## src/rtl/lms_ctr_gpo.sv

```systemverilog
// ============================================================================
// Module   : lms_ctr_gpo
// Brief    : Avalon-MM general-purpose output port with DATA/SET/CLEAR
//            registers and a re-triggerable timed one-shot pulse engine.
// Revision : 1.0 - initial release
// ============================================================================
`default_nettype none

module lms_ctr_gpo #(
    parameter int          WIDTH        = 8,
    parameter logic [31:0] RESET_VALUE  = 32'h0,
    parameter int          CNT_W        = 16,
    parameter int          PULSE_CYCLES = 1000
) (
    input  logic             clk,
    input  logic             reset,
    input  logic [1:0]       address,
    input  logic             chipselect,
    input  logic             write_n,
    input  logic [31:0]      writedata,
    output logic [31:0]      readdata,
    output logic [WIDTH-1:0] out_port,
    output logic             pulse_busy
);

    localparam logic [WIDTH-1:0] c_RESET_VALUE  = RESET_VALUE[WIDTH-1:0];
    localparam logic [CNT_W-1:0] c_PULSE_CYCLES = CNT_W'(PULSE_CYCLES);
    localparam logic [CNT_W-1:0] c_CNT_ONE      = CNT_W'(1);

    localparam logic [1:0] c_ADDR_DATA  = 2'd0;
    localparam logic [1:0] c_ADDR_SET   = 2'd1;
    localparam logic [1:0] c_ADDR_CLEAR = 2'd2;
    localparam logic [1:0] c_ADDR_PULSE = 2'd3;

    typedef enum logic [0:0] {
        S_IDLE   = 1'b0,
        S_ACTIVE = 1'b1
    } state_t;

    state_t            r_state;
    state_t            w_state_next;
    logic [WIDTH-1:0]  r_data;
    logic [WIDTH-1:0]  w_data_next;
    logic [WIDTH-1:0]  r_mask;
    logic [WIDTH-1:0]  w_mask_next;
    logic [CNT_W-1:0]  r_cnt;
    logic [CNT_W-1:0]  w_cnt_next;
    logic [31:0]       r_readdata;
    logic [31:0]       w_readdata_next;
    logic [WIDTH-1:0]  r_out;
    logic              r_busy;

    logic              w_wr;
    logic [WIDTH-1:0]  w_wd;
    logic              w_pulse_load;
    logic              w_unused;

    assign w_wr         = chipselect & ~write_n;
    assign w_wd         = writedata[WIDTH-1:0];
    assign w_pulse_load = w_wr && (address == c_ADDR_PULSE) && (w_wd != '0);
    assign w_unused     = ^{1'b0, writedata};

    // Register file write path
    always_comb begin
        w_data_next = r_data;
        if (w_wr) begin
            case (address)
                c_ADDR_DATA:  w_data_next = w_wd;
                c_ADDR_SET:   w_data_next = r_data | w_wd;
                c_ADDR_CLEAR: w_data_next = r_data & ~w_wd;
                default:      w_data_next = r_data;
            endcase
        end
    end

    // Pulse engine; a PULSE write always beats the expiry on the same edge
    always_comb begin
        w_state_next = r_state;
        w_mask_next  = r_mask;
        w_cnt_next   = r_cnt;
        case (r_state)
            S_IDLE: begin
                if (w_pulse_load) begin
                    w_state_next = S_ACTIVE;
                    w_mask_next  = r_mask | w_wd;
                    w_cnt_next   = c_PULSE_CYCLES;
                end
            end
            S_ACTIVE: begin
                if (w_pulse_load) begin
                    w_mask_next = r_mask | w_wd;
                    w_cnt_next  = c_PULSE_CYCLES;
                end else if (r_cnt == c_CNT_ONE) begin
                    w_state_next = S_IDLE;
                    w_mask_next  = '0;
                    w_cnt_next   = '0;
                end else begin
                    w_cnt_next = r_cnt - c_CNT_ONE;
                end
            end
            default: begin
                w_state_next = S_IDLE;
                w_mask_next  = '0;
                w_cnt_next   = '0;
            end
        endcase
    end

    // Read mux samples pre-write register values
    always_comb begin
        w_readdata_next = '0;
        if (address == c_ADDR_PULSE) begin
            w_readdata_next[WIDTH-1:0] = r_mask;
        end else begin
            w_readdata_next[WIDTH-1:0] = r_data;
        end
    end

    always_ff @(posedge clk) begin
        if (reset) begin
            r_state    <= S_IDLE;
            r_data     <= c_RESET_VALUE;
            r_mask     <= '0;
            r_cnt      <= '0;
            r_readdata <= '0;
            r_out      <= c_RESET_VALUE;
            r_busy     <= 1'b0;
        end else begin
            r_state    <= w_state_next;
            r_data     <= w_data_next;
            r_mask     <= w_mask_next;
            r_cnt      <= w_cnt_next;
            r_readdata <= w_readdata_next;
            r_out      <= w_data_next | w_mask_next;
            r_busy     <= (w_state_next == S_ACTIVE);
        end
    end

    assign readdata   = r_readdata;
    assign out_port   = r_out;
    assign pulse_busy = r_busy;

endmodule

`default_nettype wire

```

## config.mk

```make
export PLATFORM = sky130hd
export DESIGN_NAME = lms_ctr_gpo
export DESIGN_NICKNAME = d
export VERILOG_FILES = /design/src/rtl/lms_ctr_gpo.sv
export SDC_FILE = /design/constraint.sdc
export NUM_CORES = 1
export LEC_CHECK = 0
export ABC_AREA = 0
export BUFFER_PORTS_ARGS = -buffer_cell sky130_fd_sc_hd__buf_2
export CORE_MARGIN = 2
export CORE_UTILIZATION = 40
export CTS_CLUSTER_SIZE = 16
export DETAILED_ROUTE_END_ITERATION = 12
export PLACE_DENSITY = 0.71
export SYNTH_ARGS = -nofsm -noshare
export SYNTH_HDL_FRONTEND = slang
export SYNTH_SLANG_ARGS = --single-unit
```

## constraint.sdc

```tcl
create_clock -name clk -period 1.72 [get_ports clk]
set_input_delay 0.258 -clock clk [delete_from_list [all_inputs] [get_ports clk]]
set_output_delay 0.258 -clock clk [all_outputs]
set_load 0.01 [all_outputs]
```

# Word-level counts from Yosys, hierarchy flattened
# Cells that the tools add are included.
[op_classes]
n_addsub = 1
eq_ne = 5
muxes = 15
bitwise_logic = 8
reduce_logical = 4
[ops]
columns = ["operator", "count"]
rows = [
  ["$mux 16", 3],
  ["$mux 8", 5],
  ["$pmux 16 s2", 1],
  ["$or 8x8->8", 3],
  ["$pmux 8 s3", 1],
  ["$eq 16x1->1 const B", 1],
  ["$pmux 8 s2", 1],
  ["$sub 16x1->16 const B", 1],
  ["$and 8x8->8", 1],
  ["$not 8->8", 1],
  ["$reduce_bool 8->1", 1],
  ["$eq 2x2->1 const B", 2],
  ["$mux 1", 3],
  ["$eq 2x1->1 const B", 1],
  ["$logic_and 1x1->1", 2],
  ["$logic_not 2->1", 1],
  ["$ne 2x2->1 const B", 1],
  ["$not 1->1", 2],
  ["$pmux 1 s2", 1],
  ["$and 1x1->1", 1],
]
[totals]
reg_bits = 73
in_bits = 38
output_inout_bits = 41
wordCells = 40

# Longest topological paths before layout
[logic_depth]
ltp_word = 7
ltp_mapped = 8
ltp_nobuf = 6

# Worst setup path after synthesis
# Ideal clock, no wire load.
[synth_timing]
path_type = "register to register"
from = "reg r_cnt[1]"
to = "reg r_cnt[12]"
setup_time_ns = 0.070
arrival_ns = 1.636
required_ns = 1.650
setup_slack_ns = 0.014
path_stages_with_launch = 8
path_buffers = 1
period_less_slack_ns = 1.706
cell_sequence = "dfxtp_1 > inv_1 > ha_1 > nor3b_1 > nand4_1 > buf_2 > or3b_2 > a21oi_1"
[synth_via]
elab_chain_len = 4
elab_cells_between_ends = 5
cone_classes = "add/sub: 1; eq/ne: 1; mux: 3"
[synth_lines]
columns = ["element", "line", "rtl"]
rows = [
  ["from (decl)", "46", "logic [CNT_W-1:0] r_cnt;"],
  ["from (signal assigned)", "132", "r_cnt <= w_cnt_next;"],
  ["$sub 16x1->16 / $eq 16x1->1 (equally long branches)", "98, 93", ""],
  ["$mux 16 (*)", "93", "end else if (r_cnt == c_CNT_ONE) begin"],
  ["$mux 16 (*)", "90", "if (w_pulse_load) begin"],
  ["$pmux 16 s2 (*)", "81", "case (r_state)"],
]
# Mark *: on every way between the ends. The rest lies on a longest branch, timed or not.
# A chain may end at the register's enable or synchronous reset.

# Final worst setup path
[layout_timing]
from = "reg r_cnt[2]"
to = "reg r_cnt[14]"
# The elaborated chain is that of the path after synthesis.

==> impl_metrics.env <==
export IMPL_via_per_inst=5.10
export IMPL_synth_compound_area_share_pct=21.8
export IMPL_post_route_util_pct=51.5
export IMPL_routedWlPerCell_um=13.1
export IMPL_io_buffers=30
export IMPL_dr_total_vias=2011
export IMPL_cp_buffers_inverters=1
export IMPL_synth_top_cell_area_share_pct=42.7
export IMPL_period_needed_ns=1.71
export IMPL_antenna_left=0
export IMPL_synthesis_area_um2=2300
export IMPL_status="complete, no violations"
export IMPL_synth_async_sr_flop_share_pct=0
export IMPL_start_util_pct=41.5
export IMPL_seqPwrFrac_pct=51.8
export IMPL_cts_clk_slew_worst_paths_ns=0.09
export IMPL_yosysWarnings=0
export IMPL_synth_xor_area_share_pct=0
export IMPL_synthTopCellsByArea="dfxtp_1 43%, buf_4 7.8%, a21oi_1 7.0%"
export IMPL_rsz0062_at_grt="yes"
export IMPL_timing_hold_ws_ns=0.277
export IMPL_startpoint_type="register"
export IMPL_overflow=0
export IMPL_synth_cells=263
export IMPL_areaGrowthSynthToFinish_pct=24.1
export IMPL_critPathLaunch="r_cnt[2]"
export IMPL_first_pass_iters=4
export IMPL_end_kind="register"
export IMPL_clk_latency_ns=0.31
export IMPL_finalHoldViolCount=0
export IMPL_fin_area_um2=2850
export IMPL_antenna_found_initial=0
export IMPL_placed_area_um2=2620
export IMPL_grtUsageTotal_pct=16.3
export IMPL_yosysMostFrequentCell="dfxtp_1"
export IMPL_routabilityCongestion=0.843
export IMPL_grt_pass1_wl_um=8330
export IMPL_drtIter0Drc=98
export IMPL_peakVddDrop_mv=0.486
export IMPL_totalWireLength_um=5180
export IMPL_worstSetupPathType="reg2reg"
export IMPL_fmax_ghz=0.586
export IMPL_io_pin_count=79
export IMPL_synthSimpleGateAreaFrac_pct=22.5
export IMPL_cts_buffers=5
export IMPL_synth_edf_count=0
export IMPL_dieWidth_um=79.8
export IMPL_leakagePower_nw=1.22
export IMPL_root_buffer="clkbuf_8"
export IMPL_critical_path_required_ns=1.97
export IMPL_hp_class="in2reg"
export IMPL_setup_viol=0
export IMPL_rr_startpoint="r_cnt[2]"
export IMPL_syn_area_per_cell_um2=8.74
export IMPL_clockBufferDepth=2
export IMPL_synth_common_cells="49 x dfxtp_1, 32 x a21oi_1, 24 x buf_4, 20 x nand2_1, 15 x o21ai_0"
export IMPL_timing_critical_path_arrival_ns=1.95
export IMPL_die_h_um=79.8
export IMPL_die_area_um2=6370
export IMPL_rows=27
export IMPL_swShare_pct=28.1
export IMPL_core_um2=5540
export IMPL_cts_sinks=49
export IMPL_drive_above_1_share_pct=32.3
export IMPL_crit_chain="nor4_4 > buf_4 > nand3_2 > or4b_4 > a21oi_2"
export IMPL_tightest_slew_ns=0.503
export IMPL_power_total_mw=2.35
export IMPL_fin_crit_sh_pct=99.2
export IMPL_relSlewSlack_pct=66.4
export IMPL_cts_hold_buffers=0
export IMPL_synth_fa_ha_area_share_pct=1.09
export IMPL_ys_flop_type="dfxtp_1"
export IMPL_htreeDepth=2
export IMPL_synth_area_leader_cell="dfxtp_1"
export IMPL_synth_top_family_by_area="simple AND/OR/NAND/NOR gates"
export IMPL_pwr_share_comb_pct=16.8
export IMPL_cp_slowest_cell="or4b_4"
export IMPL_synth_cell_types=42
export IMPL_netSwitchingPower_mw=0.660
export IMPL_drv_slew=0
export IMPL_cp_top_family="simple AND/OR/NAND/NOR gates"
export IMPL_grt_pass1_vias=1827
export IMPL_insertedDiodeCount=0
export IMPL_maxCapViolations=0
export IMPL_crit_path_max_incr_delay_ns=0.53
export IMPL_power_density_nw_per_um2=824
export IMPL_cts_tree="done"
export IMPL_drc_errors=0
export IMPL_layout_nets=361
export IMPL_grt_start_max_net_pins=19
export IMPL_worstHoldStart="writedata[3]"
export IMPL_cp_max_fo=4
export IMPL_p_clk_share_pct=31.5
export IMPL_place_detailed_hpwl_um=3650
export IMPL_synthMuxAreaShare_pct=0.435
export IMPL_ys_seq_area_share_pct=42.7
export IMPL_finClkSkew_ns=0.00974
export IMPL_ys_ff_latch=49
export IMPL_power_internal_mw=1.69
-- layout by cell type (no fill, tap or decap), types with 2 or more instances in the layout --
master | netlist | layout
dfxtp_1 | 49 | 43
nor2b_1 | 8 | 7
nor4_1 | 5 | 2
or4_4 | 0 | 2
nor3_1 | 2 | 2
nor2_1 | 14 | 14
or4b_4 | 0 | 2
nor3b_1 | 3 | 2
nand4_1 | 3 | 3
nor4_4 | 2 | 2
a31oi_1 | 4 | 4
nand2_1 | 20 | 20
a21oi_2 | 0 | 3
dfxtp_2 | 0 | 6
conb_1 | 1 | 24
nor4_2 | 0 | 3
buf_2 | 5 | 30
a21oi_1 | 32 | 29
o21ai_0 | 15 | 14
or3_1 | 2 | 2
a21o_1 | 9 | 9
o31ai_1 | 9 | 9
ha_2 | 0 | 2
clkbuf_8 | 0 | 6
buf_6 | 1 | 3
nand3_1 | 11 | 10
a22oi_1 | 8 | 8
inv_1 | 5 | 4
buf_4 | 24 | 32
-- repair_timing --
item	CTS	global route
setup endpoints to repair	21	25
pin swaps	1	5
resized for setup	9	22
hold endpoints to repair	0	0
buffers inserted	2	2
-- per-stage QoR --
stage / setup TNS, ns / setup slack (ns) / std cells
after floorplan: 0 / 0.0139 / 286
after global placement: -0.722 / -0.0738 / 382
after detailed placement: -0.588 / -0.0606 / 382
after CTS: 0 / 0.00308 / 392
after global routing: -0.807 / -0.0589 / 394
final: 0 / 0.0145 / 394
-- routing by layer --
| metal | vias up | part of all wire (%) | track usage (%) |
|---|---|---|---|
| met5 | - | 0 | 0 |
| met4 | 0 | 1.6 | 5.59 |
| met3 | 6 | 5.0 | 2.60 |
| met2 | 54 | 47 | 27.6 |
| met1 | 936 | 47 | 21.2 |
| li1 | 1015 | - | - |
-- logic make-up (layout without fill, tap and decap cells) --
group / Yosys count / count (layout)
flip-flops: 49 / 49
other: 1 / 24
AND/OR/NAND/NOR: 87 / 87
adder cells (fa/ha/maj): 2 / 2
AO/OA/AOI/OAI: 81 / 81
buffers and inverters: 42 / 78
multiplexers: 1 / 1
-- registers in the layout (all words and copies together), names as in the netlist --
| name | cells |
|---|---|
| r_mask | 8 |
| out_port | 8 |
| r_data | 8 |
| pulse_busy | 1 |
| r_cnt | 16 |
| readdata | 8 |
-- path summary, 6_finish.rpt --
path / to / slack, ns / cells past startpoint
setup / recovery: r_cnt[14] / 0.01 / 5
hold / removal: r_data[3] / 0.28 / 3
hold reg to reg: readdata[0] / 0.45 / 2
setup reg to reg: r_cnt[14] / 0.01 / 5
-- power groups by stage --
| stage | registers (mW) | clock network (mW) | logic (mW) |
|---|---|---|---|
| 5_1_grt | 1.22 | 0.789 | 0.433 |
| 3_5_place_dp | 1.24 | 0 | 0.338 |
| 6_report | 1.22 | 0.740 | 0.393 |
| 2_1_floorplan | 1.24 | 0 | 0.246 |
| 3_3_place_gp | 1.23 | 0 | 0.330 |
| 4_1_cts | 1.21 | 0.744 | 0.356 |
-- area by class of cell --
cell class	instances	area [um2]
clock inverter	2	16.3
sequential	49	988
multi-input combinational	195	1230
tap	72	90.1
inverter	5	18.8
timing repair buffer	65	424
fill	534	2690
clock buffer	6	82.6
-- worst reg2reg max path, stage by stage, from the launching register on --
cell and delay [ns]:
dfxtp_1 0.34, nor4_4 0.39, buf_4 0.18, nand3_2 0.06
or4b_4 0.53, a21oi_2 0.14
(Power assumes the default switching activity.)
